===== src/rtl/conv_mac_sequencer_if.sv =====
// Memory, MAC and result-stream signals for the convolution MAC sequencer.
// The master side is the sequencer; the slave side is the surrounding system
// (sample/weight memories, the external MAC and the result consumer).
interface conv_mac_sequencer_if #(
    parameter int INW  = 16,
    parameter int OUTW = 64,
    parameter int XAW  = 4,
    parameter int WAW  = 2
);
    logic        [XAW-1:0]  x_addr;
    logic signed [INW-1:0]  x_data;
    logic        [WAW-1:0]  w_addr;
    logic signed [INW-1:0]  w_data;
    logic signed [INW-1:0]  mac_input0;
    logic signed [INW-1:0]  mac_input1;
    logic signed [INW-1:0]  mac_init_value;
    logic                   mac_init_acc;
    logic                   mac_input_valid;
    logic signed [OUTW-1:0] mac_out;
    logic signed [OUTW-1:0] out_data;
    logic                   out_valid;
    logic                   out_ready;

    modport master (
        output x_addr, input x_data,
        output w_addr, input w_data,
        output mac_input0, output mac_input1, output mac_init_value,
        output mac_init_acc, output mac_input_valid,
        input  mac_out,
        output out_data, output out_valid, input out_ready
    );

    modport slave (
        input  x_addr, output x_data,
        input  w_addr, output w_data,
        input  mac_input0, input mac_input1, input mac_init_value,
        input  mac_init_acc, input mac_input_valid,
        output mac_out,
        input  out_data, input out_valid, output out_ready
    );
endinterface


===== src/rtl/conv_mac_sequencer.sv =====
// Sequencer for a 1-D convolution y[j] = bias + sum_k x[j+k]*w[k] computed on
// an external registered MAC. Each output takes INIT, K-1 FETCH cycles, one
// DRAIN cycle and at least one OUT cycle. Memory reads have one cycle of
// latency, so mac_input_valid is the issue strobe delayed by one cycle.
// K must be at least 2.
module conv_mac_sequencer #(
    parameter int INW  = 16,
    parameter int OUTW = 64,
    parameter int K    = 4,
    parameter int N    = 8
) (
    input  logic                  clk,
    input  logic                  reset,
    input  logic                  start,
    input  logic signed [INW-1:0] bias,
    output logic                  busy,
    output logic                  done,
    conv_mac_sequencer_if.master  bus
);
    localparam int XAW = $clog2(N + K - 1);
    localparam int WAW = $clog2(K);
    localparam int JW  = (N > 1) ? $clog2(N) : 1;

    typedef enum logic [2:0] {
        S_IDLE,
        S_INIT,
        S_FETCH,
        S_DRAIN,
        S_OUT
    } state_t;

    state_t                state_q, state_d;
    logic [JW-1:0]         j_q, j_d;
    logic [WAW-1:0]        k_q, k_d;
    logic signed [INW-1:0] init_value_q, init_value_d;
    logic                  valid_q;
    logic                  done_q, done_d;
    logic                  issue;

    // State and datapath registers; the issue strobe is delayed to line up with read data.
    always_ff @(posedge clk) begin
        if (reset) begin
            state_q      <= S_IDLE;
            j_q          <= '0;
            k_q          <= '0;
            init_value_q <= '0;
            valid_q      <= 1'b0;
            done_q       <= 1'b0;
        end else begin
            state_q      <= state_d;
            j_q          <= j_d;
            k_q          <= k_d;
            init_value_q <= init_value_d;
            valid_q      <= issue;
            done_q       <= done_d;
        end
    end

    // Next-state logic and all outputs derived from the current state.
    always_comb begin
        state_d      = state_q;
        j_d          = j_q;
        k_d          = k_q;
        init_value_d = init_value_q;
        done_d       = 1'b0;

        issue               = 1'b0;
        busy                = 1'b1;
        done                = done_q;
        bus.x_addr          = '0;
        bus.w_addr          = '0;
        bus.mac_init_acc    = 1'b0;
        bus.mac_input_valid = valid_q;
        bus.mac_input0      = bus.x_data;
        bus.mac_input1      = bus.w_data;
        bus.mac_init_value  = init_value_q;
        bus.out_valid       = 1'b0;
        bus.out_data        = bus.mac_out;

        case (state_q)
            S_IDLE: begin
                busy = 1'b0;
                if (start) begin
                    init_value_d = bias;
                    j_d          = '0;
                    k_d          = '0;
                    state_d      = S_INIT;
                end
            end
            S_INIT: begin
                // Load the bias into the accumulator while tap 0 is fetched.
                bus.mac_init_acc = 1'b1;
                issue            = 1'b1;
                bus.x_addr       = XAW'(j_q);
                bus.w_addr       = '0;
                k_d              = WAW'(1);
                state_d          = S_FETCH;
            end
            S_FETCH: begin
                issue      = 1'b1;
                bus.x_addr = XAW'(j_q) + XAW'(k_q);
                bus.w_addr = k_q;
                if (k_q == WAW'(K - 1)) begin
                    k_d     = '0;
                    state_d = S_DRAIN;
                end else begin
                    k_d = k_q + 1'b1;
                end
            end
            S_DRAIN: begin
                // Last tap's data is in flight; nothing new is issued.
                state_d = S_OUT;
            end
            S_OUT: begin
                // MAC is idle here, so mac_out (and out_data) holds steady.
                bus.out_valid = 1'b1;
                if (bus.out_ready) begin
                    if (j_q == JW'(N - 1)) begin
                        done_d  = 1'b1;
                        state_d = S_IDLE;
                    end else begin
                        j_d     = j_q + 1'b1;
                        state_d = S_INIT;
                    end
                end
            end
            default: begin
                state_d = S_IDLE;
            end
        endcase
    end
endmodule

===== src/flat_wrapper.sv =====
// flat-port wrapper written by rule: the top's interface ports become plain ports
module conv_mac_sequencer_flat 
#(
    parameter int INW  = 16,
    parameter int OUTW = 64,
    parameter int K    = 4,
    parameter int N    = 8
)
  (clk, reset, start, bias, busy, done, bus_x_addr, bus_x_data, bus_w_addr, bus_w_data, bus_mac_input0, bus_mac_input1, bus_mac_init_value, bus_mac_init_acc, bus_mac_input_valid, bus_mac_out, bus_out_data, bus_out_valid, bus_out_ready);
  conv_mac_sequencer_if #(.INW(INW), .OUTW(OUTW)) bus_i ();
  input  logic clk;
  input  logic reset;
  input  logic start;
  input  logic signed [INW-1:0] bias;
  output logic busy;
  output logic done;
  output wire logic [$bits(bus_i.x_addr)-1:0] bus_x_addr;
  input wire logic [$bits(bus_i.x_data)-1:0] bus_x_data;
  output wire logic [$bits(bus_i.w_addr)-1:0] bus_w_addr;
  input wire logic [$bits(bus_i.w_data)-1:0] bus_w_data;
  output wire logic [$bits(bus_i.mac_input0)-1:0] bus_mac_input0;
  output wire logic [$bits(bus_i.mac_input1)-1:0] bus_mac_input1;
  output wire logic [$bits(bus_i.mac_init_value)-1:0] bus_mac_init_value;
  output wire logic [$bits(bus_i.mac_init_acc)-1:0] bus_mac_init_acc;
  output wire logic [$bits(bus_i.mac_input_valid)-1:0] bus_mac_input_valid;
  input wire logic [$bits(bus_i.mac_out)-1:0] bus_mac_out;
  output wire logic [$bits(bus_i.out_data)-1:0] bus_out_data;
  output wire logic [$bits(bus_i.out_valid)-1:0] bus_out_valid;
  input wire logic [$bits(bus_i.out_ready)-1:0] bus_out_ready;
  assign bus_x_addr = bus_i.x_addr;
  assign bus_i.x_data = bus_x_data;
  assign bus_w_addr = bus_i.w_addr;
  assign bus_i.w_data = bus_w_data;
  assign bus_mac_input0 = bus_i.mac_input0;
  assign bus_mac_input1 = bus_i.mac_input1;
  assign bus_mac_init_value = bus_i.mac_init_value;
  assign bus_mac_init_acc = bus_i.mac_init_acc;
  assign bus_mac_input_valid = bus_i.mac_input_valid;
  assign bus_i.mac_out = bus_mac_out;
  assign bus_out_data = bus_i.out_data;
  assign bus_out_valid = bus_i.out_valid;
  assign bus_i.out_ready = bus_out_ready;
  conv_mac_sequencer #(.INW(INW), .OUTW(OUTW), .K(K), .N(N)) u_core (.clk(clk), .reset(reset), .start(start), .bias(bias), .busy(busy), .done(done), .bus(bus_i));
endmodule

===== config.mk =====
export PLATFORM = sky130hd
export DESIGN_NAME = conv_mac_sequencer_flat
export DESIGN_NICKNAME = d
export VERILOG_FILES = /design/src/rtl/conv_mac_sequencer_if.sv /design/src/rtl/conv_mac_sequencer.sv /design/src/flat_wrapper.sv
export SDC_FILE = /design/constraint.sdc
export NUM_CORES = 1
export LEC_CHECK = 0
export CELL_PAD_IN_SITES_DETAIL_PLACEMENT = 0
export CELL_PAD_IN_SITES_GLOBAL_PLACEMENT = 1
export CORE_MARGIN = 4
export CORE_UTILIZATION = 17
export CTS_BUF_LIST = sky130_fd_sc_hd__clkbuf_16
export DETAILED_ROUTE_END_ITERATION = 12
export GPL_TIMING_DRIVEN = 0
export PLACE_DENSITY = 0.89
export SLEW_MARGIN = 10
export SYNTH_ARGS = -nofsm -noshare
export SYNTH_HDL_FRONTEND = slang
export SYNTH_SLANG_ARGS = --single-unit

===== constraint.sdc =====
create_clock -name clk -period 3.03 [get_ports clk]
set_clock_uncertainty 0.1 [all_clocks]
set_input_delay 0.7575 -clock clk [delete_from_list [all_inputs] [get_ports clk]]
set_output_delay 0.7575 -clock clk [all_outputs]
set_load 0.005 [all_outputs]

Yosys cells after proc, flatten, opt, wreduce, memory -nomap -nowiden
Index checks and enable logic that the tools add are counted.
{"block": "word_totals", "reg_bits": 26, "input_bits": 116, "output_inout_bits": 123, "wordCells": 49}
{"block": "classes", "add_sub_neg": 3, "n_eq_ne": 10, "n_mux": 19, "bitwise": 2, "n_reduce_logical": 9}
{"op": "3-bit two-way mux", "n": 6}
{"op": "3-bit one-hot mux with 5 select lines", "n": 1}
{"op": "4-bit one-hot mux with 2 select lines", "n": 1}
{"op": "3-bit by 2-bit equality test with 1-bit output, second input constant", "n": 2}
{"op": "3-bit equality test, second input constant", "n": 2}
{"op": "1-bit two-way mux", "n": 6}
{"op": "2-bit two-way mux", "n": 3}
{"op": "2-bit inequality test, second input constant", "n": 3}
{"op": "2-bit one-hot mux with 3 select lines", "n": 1}
{"op": "3-bit one-hot mux with 2 select lines", "n": 1}
{"op": "3-bit by 2-bit adder with 4-bit output", "n": 1}
{"op": "2-bit AND reduction", "n": 2}
{"op": "4-bit AND reduction", "n": 1}
{"op": "3-bit by 1-bit adder with 3-bit output, second input constant", "n": 1}
{"op": "3-bit by 1-bit equality test with 1-bit output, second input constant", "n": 1}
{"op": "3-bit logical NOT", "n": 1}
{"op": "3-bit AND reduction", "n": 1}
{"op": "3-bit nonzero test", "n": 1}
{"op": "3-bit OR reduction", "n": 1}
{"op": "2-bit by 1-bit adder with 2-bit output, second input constant", "n": 1}
{"op": "2-bit equality test, second input constant", "n": 1}
{"op": "2-bit by 1-bit inequality test with 1-bit output, second input constant", "n": 1}
{"op": "1-bit inverter", "n": 2}
{"op": "2-bit nonzero test", "n": 1}
{"op": "2-bit OR reduction", "n": 1}

Logic depth before layout (Yosys ltp)
{"block": "logic_depth", "word_depth": 4, "depth_mapped": 5, "ltp_nobuf": 5}

Least setup slack after synthesis
No wires, ideal clock.
{"block": "synth_path", "kind": "register -> output", "from": "register u_core.state_q[0]", "to": "output bus_x_addr[2]", "t_arrival_ns": 1.282, "slack_ns": 0.891, "stages_incl_launch_ff": 5, "path_buffers": 1, "path_cell_list": "dfxtp_1 > buf_4 > nor3b_1 > a21oi_1 > mux2i_1"}
{"block": "synth_via", "elab_chain_len": 2, "elab_cells_between_ends": 3, "classes_between": "2 x eq/ne; 1 x mux"}
{"element": "start: declaration", "line": "conv_mac_sequencer.sv:32", "rtl": "state_t state_q, state_d;"}
{"element": "start signal: assignment", "line": "conv_mac_sequencer.sv:50", "rtl": "state_q <= state_d;"}
{"element": "3-bit by 2-bit equality test with 1-bit output / 3-bit by 1-bit equality test with 1-bit output (equally long branches)", "line": "conv_mac_sequencer.sv:80", "rtl": "case (state_q)"}
{"element": "4-bit one-hot mux with 2 select lines (*)", "line": "conv_mac_sequencer.sv:80"}
{"element": "end: declaration", "line": "flat_wrapper.sv:17", "rtl": "output wire logic [$bits(bus_i.x_addr)-1:0] bus_x_addr;"}
Mark *: on every way between the ends. The rest lies on a longest branch, timed or not.

Final worst setup path
{"block": "layout_path", "from": "register u_core.j_q[0]", "to": "output bus_x_addr[1]"}
{"block": "layout_via", "elab_chain_len": 2}
{"element": "start: declaration", "line": "conv_mac_sequencer.sv:33", "rtl": "logic [JW-1:0] j_q, j_d;"}
{"element": "start signal: assignment", "line": "conv_mac_sequencer.sv:51", "rtl": "j_q <= j_d;"}
{"element": "3-bit by 2-bit adder with 4-bit output", "line": "conv_mac_sequencer.sv:101", "rtl": "bus.x_addr = XAW'(j_q) + XAW'(k_q);"}
{"element": "4-bit one-hot mux with 2 select lines", "line": "conv_mac_sequencer.sv:80"}
Every way passes these cells.

==> impl_metrics.yaml <==
yosys:
  synth-seq-cells: 26
  synth-seq-area-share_pct: 27.03
  synth_area_leader_cell: "buf_4"
  synth-edff-count: 0
  async_flop_share_pct: 0
  synth.area.top_cells: "buf_4 (38%), dfxtp_1 (27%), nand2_1 (6.8%), a21oi_1 (5.5%), ha_1 (3.2%)"
  synthCells: 233
  yosysWarnings: 0
  synth.distinct_cells: 35
  syn_nets: 355
  ys.flop_type: "dfxtp_1"
  synthesis.area_um2: 1926
  yosysTopAreaCellShare_pct: 37.82
  syn_avg_cell_area_um2: 8.264
sta:
  fmax_mhz: 349.2
  hold_viol_final: 0
  relSlewSlack_pct: 63.49
  worstMarginPinSlew_ns: 0.5477
  fin_ws_ns: 0.1660
  period_needed_ns: 2.864
  rsz0062_at_grt: "no"
  final-setup-viol-count: 0
  drv_slew: 0
  finalSetupTns_ns: 0
  layout_worst_path_cycle_share_pct: 94.52
routing:
  met3WireLength_um: 770
  vias: 1939
  drc: 0
  vias_per_cell: 3.743
  ant_nets: 0
  routed.top_layer: "met4"
  drtPass1Iterations: 4
  drt_iter0_drc: 51
  finalWirelength_mm: 6.088
  met1_length_mm: 2.203
  met2_length_mm: 3.074
  post_drt_wl_per_cell_um: 11.75
power:
  p_leak_nw: 1.581
  p_per_area_nw_per_um2: 348.2
  irDropWorstVdd_mv: 0.1904
placed_design:
  io_buffers: 141
  post-place-ws_ns: 0.1235
  detailed_place_hpwl_mm: 5.272
  gp_congestion: 0.7243
floorplan:
  rows: 38
  initial_core_util_pct: 17.53
  die_w_um: 114.4
  ios: 239
  dieArea_um2: 13090
  die_y_um: 114.4
  core_um2: 10980
cts:
  clkTransAtPathRegs_ns: 0.07
  tritoncts: "built"
  cts_hold_buf: 0
  insertion_delay_ns: 0.26
  cts_max_level: 1
  cts-root-buf: "clkbuf_16"
  clk_path_buf_depth: 2
  cts.sinks: 26
  cts_buffers: 3
worst_setup_path:
  crit_type: "flop to output pin"
  timing.critical_path.to_type: "output pin"
  path_buf_inv: 1
  start_kind: "flop"
  cp_max_fo: 4
  path_cells: "ha_2 > fa_1 > a22o_1 > clkdlybuf4s50_1"
  critPathMaxStageDelay_ns: 0.53
  cp.required_ns: 2.17
  cp.arrival_ns: 2.01
  crit_slowest_cell: "fa_1"
  cp_top_family: "adder cells"
layout:
  drive_gt1_share_pct: 30.16
  seqCellArea_um2: 521.8
  fillers: 1099
  fin_util_pct: 33.14
  multi_input_area_um2: 643.1
  n_antenna_cell: 0
  syn_to_final_growth_pct: 89.02
  finalNetCount: 501
run:
  maxCapViolations: 0
grt:
  grt_overflow_total: 0
  grt_max_degree: 16
  grt_pass1_wl_mm: 9.163
  antenna_found_initial: 0
  grt_pass1_vias: 1926
  grt_usage_pct: 8.499
run_status:
  status: "completed"
min_path:
  hold_path.class: "flop to flop"
==> per-layer routing <==
layer,global-route usage [%],vias up
li1,-,954
met1,9.359,837
met2,15.64,142
met3,3.224,6
met4,1.425,0
met5,0,-
==> layout by cell type, fill, tap and decap left out, types with 2 or more instances in the layout <==
master,instances
clkdlybuf4s50_1,140
nor2_1,3
and3b_1,2
inv_1,3
buf_2,2
buf_4,97
dfxtp_1,25
clkbuf_16,3
a22o_1,4
o21bai_1,2
nor3_1,4
clkbuf_1,3
a21oi_1,21
ha_1,4
nor4b_4,2
and2_2,2
nand2_1,35
==> cell families after synthesis <==
logic type	Yosys count	share of synthesized area (%)
buf+inv	108	40.55
simple gates	57	16.25
compound gates	33	10.33
flops	26	27.03
fa+ha+maj	6	4.289
mux	2	1.105
xor+xnor	1	0.4549
==> layout make-up <==
type | instances | area share, %
plain buffers | 105 | 21.14
flip-flops and latches | 26 | 14.33
clock buffers | 3 | 2.063
repair buffers | 141 | 38.85
inverters | 3 | 0.3094
well taps | 140 | 4.813
clock inverters | 1 | 0.8250
multi-input cells | 99 | 17.67
==> power by group <==
part	internal, mW	switching [mW]
clock	0.263	0.126
combinational	0.319	0.159
sequential	0.375	0.0251
==> final timing paths <==
| kind | end | slack (ns) | cells after the start | from |
|---|---|---|---|---|
| setup reg to reg | u_core.j_q[1] | 1.22 | 5 | u_core.j_q[1] |
| hold reg to reg | u_core.bus.mac_init_value[15] | 0.36 | 2 | u_core.bus.mac_init_value[15] |
| setup / recovery | bus_x_addr[1] | 0.17 | 4 | u_core.j_q[0] |
| hold / removal | u_core.bus.mac_init_value[15] | 0.36 | 2 | u_core.bus.mac_init_value[15] |
==> metrics by stage <==
step | hold WS (ns) | cell area [um^2] | total power, mW | instances
floorplan | 0.3527 | 1926 | 0.6288 | 233
finish | 0.3561 | 3640 | 1.267 | 518
CTS | 0.3587 | 3627 | 1.288 | 518
detailed placement | 0.3484 | 3512 | 0.8903 | 514
global placement | 0.3446 | 3512 | 0.8820 | 514
global route | 0.3895 | 3640 | 1.349 | 518
==> flip-flops by register name (all words and copies together), names as in the netlist <==
name,count
u_core.k_q,2
u_core.state_q,3
u_core.done,1
u_core.bus.mac_input_valid,1
u_core.j_q,3
u_core.bus.mac_init_value,16
==> synthesized netlist by cell type (all sizes together) (3+ instances only) <==
cell type  number
dfxtp          26
nand2          35
a22o            4
clkbuf          4
nor3b           3
buf           101
nor3            4
ha              5
inv             3
nor2            3
a21oi          21
==> worst min-delay path, cell delays in order, from the launching register on <==
cell,delay [ns]
dfxtp_1,0.31
nand2_1,0.05
a21oi_1,0.05
==> what timing repair did <==
| item | CTS | global route |
|---|---|---|
| setup buffers | 0 | 0 |
| resized for setup | 2 | 4 |
| endpoints found under the setup margin | 6 | 1 |
No activity file was read; power rests on OpenSTA's default activity.
